$ cat src/rtl/uart_pkg.sv
// Shared register map, bit positions and FSM state types for the UART
// APB front-end and its TX scheduler.
package uart_pkg;

  localparam logic [7:0] REG_RXDATA = 8'h00;
  localparam logic [7:0] REG_TXDATA = 8'h01;
  localparam logic [7:0] REG_DIV_LO = 8'h02;
  localparam logic [7:0] REG_DIV_HI = 8'h03;
  localparam logic [7:0] REG_CTRL   = 8'h04;
  localparam logic [7:0] REG_STATUS = 8'h05;

  localparam int CTRL_TX_EN  = 0;
  localparam int CTRL_RX_EN  = 1;
  localparam int CTRL_TX_CLR = 2;
  localparam int CTRL_RX_CLR = 3;

  localparam int ST_RX_EMPTY    = 0;
  localparam int ST_TX_FULL     = 1;
  localparam int ST_TX_BUSY     = 2;
  localparam int ST_RX_UNDERRUN = 3;
  localparam int ST_TX_OVERRUN  = 4;
  localparam int ST_CFG_ERR     = 5;

  typedef enum logic [1:0] {A_IDLE, A_ACCESS, A_WAIT} apb_state_t;
  typedef enum logic [1:0] {T_IDLE, T_LOAD, T_START, T_WAIT} tx_state_t;

endpackage

$ cat src/rtl/uart_tx_sched.sv
// TX scheduler: pops one byte from the TX FIFO, hands it to the transmitter
// with a one-cycle start pulse and waits for the frame-complete pulse.
module uart_tx_sched
  import uart_pkg::*;
#(
  parameter int D_W = 8
) (
  input  logic           clk,
  input  logic           rst,
  input  logic           tx_en,
  input  logic           tx_ff_empty,
  input  logic [D_W-1:0] tx_ff_dout,
  input  logic           tx_done,
  output logic           tx_ff_rd_en,
  output logic [D_W-1:0] tx_data,
  output logic           tx_start,
  output logic           tx_busy
);

  tx_state_t state, next_state;

  always_ff @(posedge clk) begin
    if (!rst) state <= T_IDLE;
    else      state <= next_state;
  end

  // tx_en only gates new pops; a frame already in T_WAIT always runs to tx_done.
  always_comb begin
    next_state = state;
    case (state)
      T_IDLE:  if (tx_en && !tx_ff_empty) next_state = T_LOAD;
      T_LOAD:  next_state = T_START;
      T_START: next_state = T_WAIT;
      T_WAIT:  if (tx_done) next_state = T_IDLE;
      default: next_state = T_IDLE;
    endcase
  end

  always_comb begin
    tx_ff_rd_en = rst && (state == T_IDLE) && tx_en && !tx_ff_empty;
    tx_start    = (state == T_START);
    tx_busy     = (state != T_IDLE);
  end

  always_ff @(posedge clk) begin
    if (!rst)                  tx_data <= '0;
    else if (state == T_LOAD)  tx_data <= tx_ff_dout;
  end

endmodule

$ cat src/rtl/uart_apb_ctrl.sv
// APB register front-end for the UART: config registers, TX FIFO push,
// RX FIFO pop with a one-cycle read-data wait, and the TX scheduler.
module uart_apb_ctrl
  import uart_pkg::*;
#(
  parameter int D_W     = 8,
  parameter int APB_DW  = 8,
  parameter int ADDR_W  = 8,
  parameter int DIV_W   = 16,
  parameter int DIV_RST = 54
) (
  input  logic              clk,
  input  logic              rst,
  input  logic [ADDR_W-1:0] PADDR,
  input  logic              PSEL,
  input  logic              PENABLE,
  input  logic              PWRITE,
  input  logic [APB_DW-1:0] PWDATA,
  output logic              PREADY,
  output logic [APB_DW-1:0] PRDATA,
  output logic              tx_ff_wr_en,
  output logic [D_W-1:0]    tx_ff_din,
  input  logic              tx_ff_full,
  output logic              tx_ff_rd_en,
  input  logic [D_W-1:0]    tx_ff_dout,
  input  logic              tx_ff_empty,
  output logic              rx_ff_rd_en,
  input  logic [D_W-1:0]    rx_ff_dout,
  input  logic              rx_ff_empty,
  output logic [D_W-1:0]    tx_data,
  output logic              tx_start,
  input  logic              tx_done,
  output logic [DIV_W-1:0]  baud_div,
  output logic              rx_en,
  output logic              tx_ff_clr,
  output logic              rx_ff_clr
);

  localparam logic [DIV_W-1:0] DIV_RST_V = DIV_W'(DIV_RST);

  apb_state_t a_state, a_next;

  logic              tx_en;
  logic              tx_busy;
  logic [APB_DW-1:0] div_shadow;
  logic [DIV_W-1:0]  div_cand;
  logic              rx_underrun, tx_overrun, cfg_err;
  logic              set_underrun, set_overrun, set_cfg_err, status_clr;
  logic              commit;
  logic [APB_DW-1:0] status, ctrl_rd, rd_mux;

  always_ff @(posedge clk) begin
    if (!rst) a_state <= A_IDLE;
    else      a_state <= a_next;
  end

  // PREADY high in A_IDLE marks the completion cycle; ignoring PENABLE there
  // keeps a held access phase from committing twice.
  always_comb begin
    a_next = a_state;
    case (a_state)
      A_IDLE:   if (PSEL && PENABLE && !PREADY) a_next = A_ACCESS;
      A_ACCESS: a_next = rx_ff_rd_en ? A_WAIT : A_IDLE;
      A_WAIT:   a_next = A_IDLE;
      default:  a_next = A_IDLE;
    endcase
  end

  always_comb begin
    rx_ff_rd_en  = (a_state == A_ACCESS) && !PWRITE && (PADDR == REG_RXDATA) && !rx_ff_empty;
    commit       = (a_state == A_ACCESS) && !rx_ff_rd_en;
    div_cand     = {PWDATA, div_shadow};
    set_underrun = commit && !PWRITE && (PADDR == REG_RXDATA);
    set_overrun  = commit && PWRITE && (PADDR == REG_TXDATA) && tx_ff_full;
    set_cfg_err  = commit && PWRITE && (PADDR == REG_DIV_HI) && (div_cand == '0);
    status_clr   = commit && !PWRITE && (PADDR == REG_STATUS);
  end

  always_comb begin
    status                 = '0;
    status[ST_RX_EMPTY]    = rx_ff_empty;
    status[ST_TX_FULL]     = tx_ff_full;
    status[ST_TX_BUSY]     = tx_busy;
    status[ST_RX_UNDERRUN] = rx_underrun;
    status[ST_TX_OVERRUN]  = tx_overrun;
    status[ST_CFG_ERR]     = cfg_err;
    ctrl_rd                = '0;
    ctrl_rd[CTRL_TX_EN]    = tx_en;
    ctrl_rd[CTRL_RX_EN]    = rx_en;
    case (PADDR)
      REG_DIV_LO: rd_mux = div_shadow;
      REG_DIV_HI: rd_mux = baud_div[DIV_W-1:APB_DW];
      REG_CTRL:   rd_mux = ctrl_rd;
      REG_STATUS: rd_mux = status;
      default:    rd_mux = '0;
    endcase
  end

  always_ff @(posedge clk) begin
    if (!rst) begin
      PREADY      <= 1'b0;
      PRDATA      <= '0;
      tx_ff_wr_en <= 1'b0;
      tx_ff_din   <= '0;
      tx_ff_clr   <= 1'b0;
      rx_ff_clr   <= 1'b0;
      baud_div    <= DIV_RST_V;
      div_shadow  <= DIV_RST_V[APB_DW-1:0];
      tx_en       <= 1'b1;
      rx_en       <= 1'b1;
    end else begin
      PREADY      <= 1'b0;
      tx_ff_wr_en <= 1'b0;
      tx_ff_clr   <= 1'b0;
      rx_ff_clr   <= 1'b0;
      if (a_state == A_WAIT) begin
        PREADY <= 1'b1;
        PRDATA <= rx_ff_dout;
      end else if (commit) begin
        PREADY <= 1'b1;
        PRDATA <= PWRITE ? '0 : rd_mux;
        if (PWRITE) begin
          case (PADDR)
            REG_TXDATA: if (!tx_ff_full) begin
              tx_ff_wr_en <= 1'b1;
              tx_ff_din   <= PWDATA;
            end
            REG_DIV_LO: div_shadow <= PWDATA;
            REG_DIV_HI: if (div_cand != '0) baud_div <= div_cand;
            REG_CTRL: begin
              tx_en     <= PWDATA[CTRL_TX_EN];
              rx_en     <= PWDATA[CTRL_RX_EN];
              tx_ff_clr <= PWDATA[CTRL_TX_CLR];
              rx_ff_clr <= PWDATA[CTRL_RX_CLR];
            end
            default: ;
          endcase
        end
      end
    end
  end

  // Set terms are ORed after the clear so a same-cycle event is never lost.
  always_ff @(posedge clk) begin
    if (!rst) begin
      rx_underrun <= 1'b0;
      tx_overrun  <= 1'b0;
      cfg_err     <= 1'b0;
    end else begin
      rx_underrun <= (rx_underrun & ~status_clr) | set_underrun;
      tx_overrun  <= (tx_overrun  & ~status_clr) | set_overrun;
      cfg_err     <= (cfg_err     & ~status_clr) | set_cfg_err;
    end
  end

  uart_tx_sched #(.D_W(D_W)) u_tx_sched (
    .clk         (clk),
    .rst         (rst),
    .tx_en       (tx_en),
    .tx_ff_empty (tx_ff_empty),
    .tx_ff_dout  (tx_ff_dout),
    .tx_done     (tx_done),
    .tx_ff_rd_en (tx_ff_rd_en),
    .tx_data     (tx_data),
    .tx_start    (tx_start),
    .tx_busy     (tx_busy)
  );

endmodule

$ cat config.mk
export PLATFORM = sky130hd
export DESIGN_NAME = uart_apb_ctrl
export DESIGN_NICKNAME = d
export VERILOG_FILES = /design/src/rtl/uart_pkg.sv /design/src/rtl/uart_tx_sched.sv /design/src/rtl/uart_apb_ctrl.sv
export SDC_FILE = /design/constraint.sdc
export NUM_CORES = 1
export LEC_CHECK = 0
export CAP_MARGIN = 25
export CORE_UTILIZATION = 42
export CTS_CLUSTER_DIAMETER = 80
export CTS_CLUSTER_SIZE = 40
export DETAILED_ROUTE_END_ITERATION = 12
export PLACE_DENSITY = 0.74
export SLEW_MARGIN = 20
export SYNTH_ARGS = -nofsm -noshare
export SYNTH_HDL_FRONTEND = slang
export SYNTH_SLANG_ARGS = --single-unit
$ cat constraint.sdc
create_clock -name clk -period 2.5 [get_ports clk]
set_clock_uncertainty 0.15 [all_clocks]
set_input_delay 0.625 -clock clk [delete_from_list [all_inputs] [get_ports clk]]
set_output_delay 0.625 -clock clk [all_outputs]
set_load 0.01 [all_outputs]
==> results.txt <==
----------------------------------------------------
[Pwr]
  Sw frac ... 0.2509
  Static leakage ... 1.761 nW
  Share of power burned in the clock network ... 0.397
  Highest ir drop seen on vdd ... 310.7 uV
  Power dissipated by switching net loads ... 629.6 uW
  Internal power component ... 1.880 mW
  Pwr dens ... 590.3 nW/um^2
  Combinational fraction of design power ... 0.186
  Register share of total power ... 0.417

[Final layout]
  Area growth, synth to finish ... 50.69%
  Most common cell after layout, fill and taps aside ... sky130_fd_sc_hd__clkdlybuf4s50_1
  Post-layout nets ... 472
  Core utilization of the finished layout ... 0.6620
  Area occupied by multi-input gates ... 1535 um^2
  Fill cells ... 542
  Sequential cell area ... 1221 um^2
  Cell Count, Final, Fillers Out ... 508
  Fraction of layout cells with a size suffix above 1 ... 0.1694
  Ant diodes ... 0
  Most used cells in the layout excluding fill and tap cells ... 77 x sky130_fd_sc_hd__clkdlybuf4s50_1, 61 x sky130_fd_sc_hd__dfxtp_1, 57 x sky130_fd_sc_hd__mux2i_1
  Post-route cell area ... 4252 um^2

[Worst setup path]
  Reg-to-reg critical path startpoint ... a_state[1]$_SDFFE_PN0P_
  Critical path startpoint ... PADDR[0]
  Worst Path Required ... 1.73 ns
  Critical path type ... input port to output port
  Arrival time at the worst endpoint ... 1.86 ns
  Register-to-Register Setup Slack ... 0.43 ns
  Nature of the critical path startpoint ... input port
  Max FO, Critical Path ... 2
  Reg-to-Reg End ... PRDATA[6]$_SDFFE_PN0P_
  R2R depth ... 5
  Capturing element type of the critical path ... output port
  Endpoint of the most critical setup path ... rx_ff_rd_en

[Timing]
  Maximum clock frequency ... 379.1 MHz
  Max Transition Viols Final ... 0
  Final worst setup slack ... -0.1376 ns
  Time the worst path needs with I/O delays and setup ... 2.638 ns
  Final count of hold timing violations ... 0
  Setup repair after global routing missed its margin ... yes
  Slew at the pin closest to its max-slew limit ... 0.4930 ns
  Tcrit/Tclk final ... 1.055
  Number of failing setup endpoints in the final timing report ... 1
  Max-slew headroom at the worst pin ... 0.6670

[Floorplanning]
  Core Region ... 6422 um^2
  Vert. Die Dim ... 83.96 um
  Die footprint ... 7049 um^2
  Number of rows created at floorplan ... 29
  I/O pin count ... 89
  Starting Density ... 0.4393
  Horizontal die dimension ... 83.96 um

[CTS]
  Post-CTS Hold Fix Bufs ... 0
  Clock Sinks ... 61
  TritonCTS clock tree ... built
  Root buffer cell ... sky130_fd_sc_hd__clkbuf_8
  Clk Latency, worst-skew pair ... 0.34 ns
  Clock buffer count from CTS ... 9
  Maximum buffer depth of the clock tree ... 2
  Clock-pin slew reported for the worst setup and hold paths after clock tree synthesis ... 0.07 ns
  Maximum level of the CTS H-tree ... 3

[Logic synthesis]
  Number of enable-type register cells in the synthesized netlist ... 0
  Yosys reg bits ... 61
  Count of unique library cells instantiated by Yosys ... 46
  Synthesized Nets ... 351
  Post-Syn Instances ... 305
  Mapped cell area ... 2821 um^2
  Most used flip-flop cell after synthesis ... sky130_fd_sc_hd__dfxtp_1
  Proportion of synthesized chip area in sequential cells ... 0.4328
  Number of warnings reported in the yosys synthesis log ... 0
  Asr flop ratio synth ... 0
  Syn avg cell area ... 9.251 um^2

[Route]
  Total DRC errors in the routed layout ... 16
  Routed wire length ... 7522 um
  Violation count after the first detailed-route iteration ... 171
  Pre-Repair DR Iteration Count ... 9
  Average via count per standard cell ... 5.173
  Post-detailed-route count of antenna-violating nets ... 0
  Via count of the routed design ... 2628
  Routed wirelength normalized by instance count ... 14.81 um

[Global routing]
  Total overflow reported by the global router ... 0
  Total Routing Usage GR ... 0.2225
  First-pass GRT wire length ... 12340 um
  Pin count of the biggest net entering global routing ... 33
  Initial antenna violation count ... 0
  Number of global-route vias before repair ... 2611

[Place]
  Inst Count DP ... 489
  Detailed-placement wirelength estimate ... 5480 um
  Buffers added on ports ... 88
  Instance area at placement ... 4026 um^2
  Final weighted congestion in routability-driven placement ... 0.8943

[Worst hold path]
  Min-delay worst type ... flip-flop to flip-flop

[Run status]
  Violated checks ... DRC, setup timing
  Status ... complete, but fails checks

[Job]
  Total of max-cap violations ... 0

----------------------------------------------------
## power groups by stage
| stage | Sequential, mW | Combinational (mW) | Clock [mW] |
|---|---|---|---|
| 2_1_floorplan | 1.08 | 0.240 | 0 |
| 3_3_place_gp | 1.07 | 0.467 | 0 |
| 3_5_place_dp | 1.07 | 0.475 | 0 |
| 4_1_cts | 1.05 | 0.470 | 1.01 |
| 5_1_grt | 1.05 | 0.512 | 1.06 |
| 6_report | 1.05 | 0.466 | 0.997 |
## cell families (layout without fill, tap and decap cells)
| group | Yosys count | count (layout) | share of synthesized area |
|---|---|---|---|
| multiplexers | 59 | 59 | 0.2102 |
| AND/OR/NAND/NOR | 128 | 128 | 0.2288 |
| AO/OA/AOI/OAI | 28 | 28 | 0.07140 |
| XOR/XNOR | 1 | 1 | 0.003105 |
| flip-flops | 61 | 61 | 0.4328 |
| buffers and inverters | 23 | 149 | 0.03148 |
| adder cells (fa/ha/maj) | 5 | 5 | 0.02217 |
## sequential cells by signal, summed over array words and instances (netlist names), 2 cells and up
register and cells:
baud_div 16, PRDATA 8, div_shadow 8, tx_ff_din 8
u_tx_sched.tx_data 8, a_state 2, u_tx_sched.state 2
## Yosys cell counts, drive strengths merged, types with 3 or more instances
master   count  area, um^2
nor4         6       43.79
inv          4       15.01
o22ai        4       25.02
or4          5       37.54
a32oi        3       26.28
buf          5       21.27
clkbuf      14       52.55
mux2i       57       570.6
nand3        5       25.02
nand2       42       157.7
nor3         5       25.02
nor2b        7       43.79
ha           5       62.56
dfxtp       61        1221
o21ai        4       20.02
a21oi        5       25.02
nor3b        3       22.52
nand2b       6       37.54
nand4        4       25.02
nor2        31       116.4
a2bb2oi      4       35.03
## area by class of cell
| type | count | area share |
|---|---|---|
| sequential | 61 | 0.2872 |
| tap | 77 | 0.02266 |
| timing repair buffer | 129 | 0.2725 |
| clock inverter | 4 | 0.01648 |
| inverter | 4 | 0.003531 |
| clock buffer | 12 | 0.03649 |
| multi-input combinational | 221 | 0.3611 |
## worst min-delay path by stage
stage	from	to	slack (ns)	cells after the start
floorplan	rx_underrun$_SDFF_PN0_	rx_underrun$_SDFF_PN0_	0.28	2
global placement	PREADY$_SDFF_PN0_	a_state[0]$_SDFFE_PN0P_	0.26	1
detailed placement	PREADY$_SDFF_PN0_	a_state[0]$_SDFFE_PN0P_	0.27	1
CTS	PREADY$_SDFF_PN0_	a_state[0]$_SDFFE_PN0P_	0.28	1
global route	PREADY$_SDFF_PN0_	a_state[0]$_SDFFE_PN0P_	0.30	1
finish	PREADY$_SDFF_PN0_	a_state[0]$_SDFFE_PN0P_	0.28	1
## through the flow
stage | hold slack (ns) | total power [mW] | worst slack (ns) | TNS (ns)
after CTS | 0.2752 | 2.527 | -0.1243 | -0.1243
final | 0.2768 | 2.510 | -0.1376 | -0.1376
after detailed placement | 0.2667 | 1.544 | -0.8985 | -10.13
after floorplan | 0.2826 | 1.320 | -0.01436 | -0.01737
after global routing | 0.2998 | 2.629 | -0.1671 | -0.1671
after global placement | 0.2559 | 1.533 | -0.8777 | -9.633
## critical path: stages
cell                     delay, ns
sky130_fd_sc_hd__buf_6        0.09
sky130_fd_sc_hd__or4_4        0.53
sky130_fd_sc_hd__or3_4        0.40
sky130_fd_sc_hd__nor2_4       0.11
sky130_fd_sc_hd__buf_6        0.10
## layer usage
layer,wire [um],global-route usage,share of wire,up-vias
li1,-,-,-,1315
met1,3498,0.2862,0.47,1217
met2,3455,0.3569,0.46,85
met3,445,0.05045,0.059,11
met4,123,0.09561,0.016,0
met5,0,0,0,-
## repair_timing
action,CTS,global route
setup endpoints to repair,10,2
gates cloned,0,0
buffers inserted,1,2
resized for setup,33,5
pin swaps,4,3
Power figures use the tool's default switching activity.
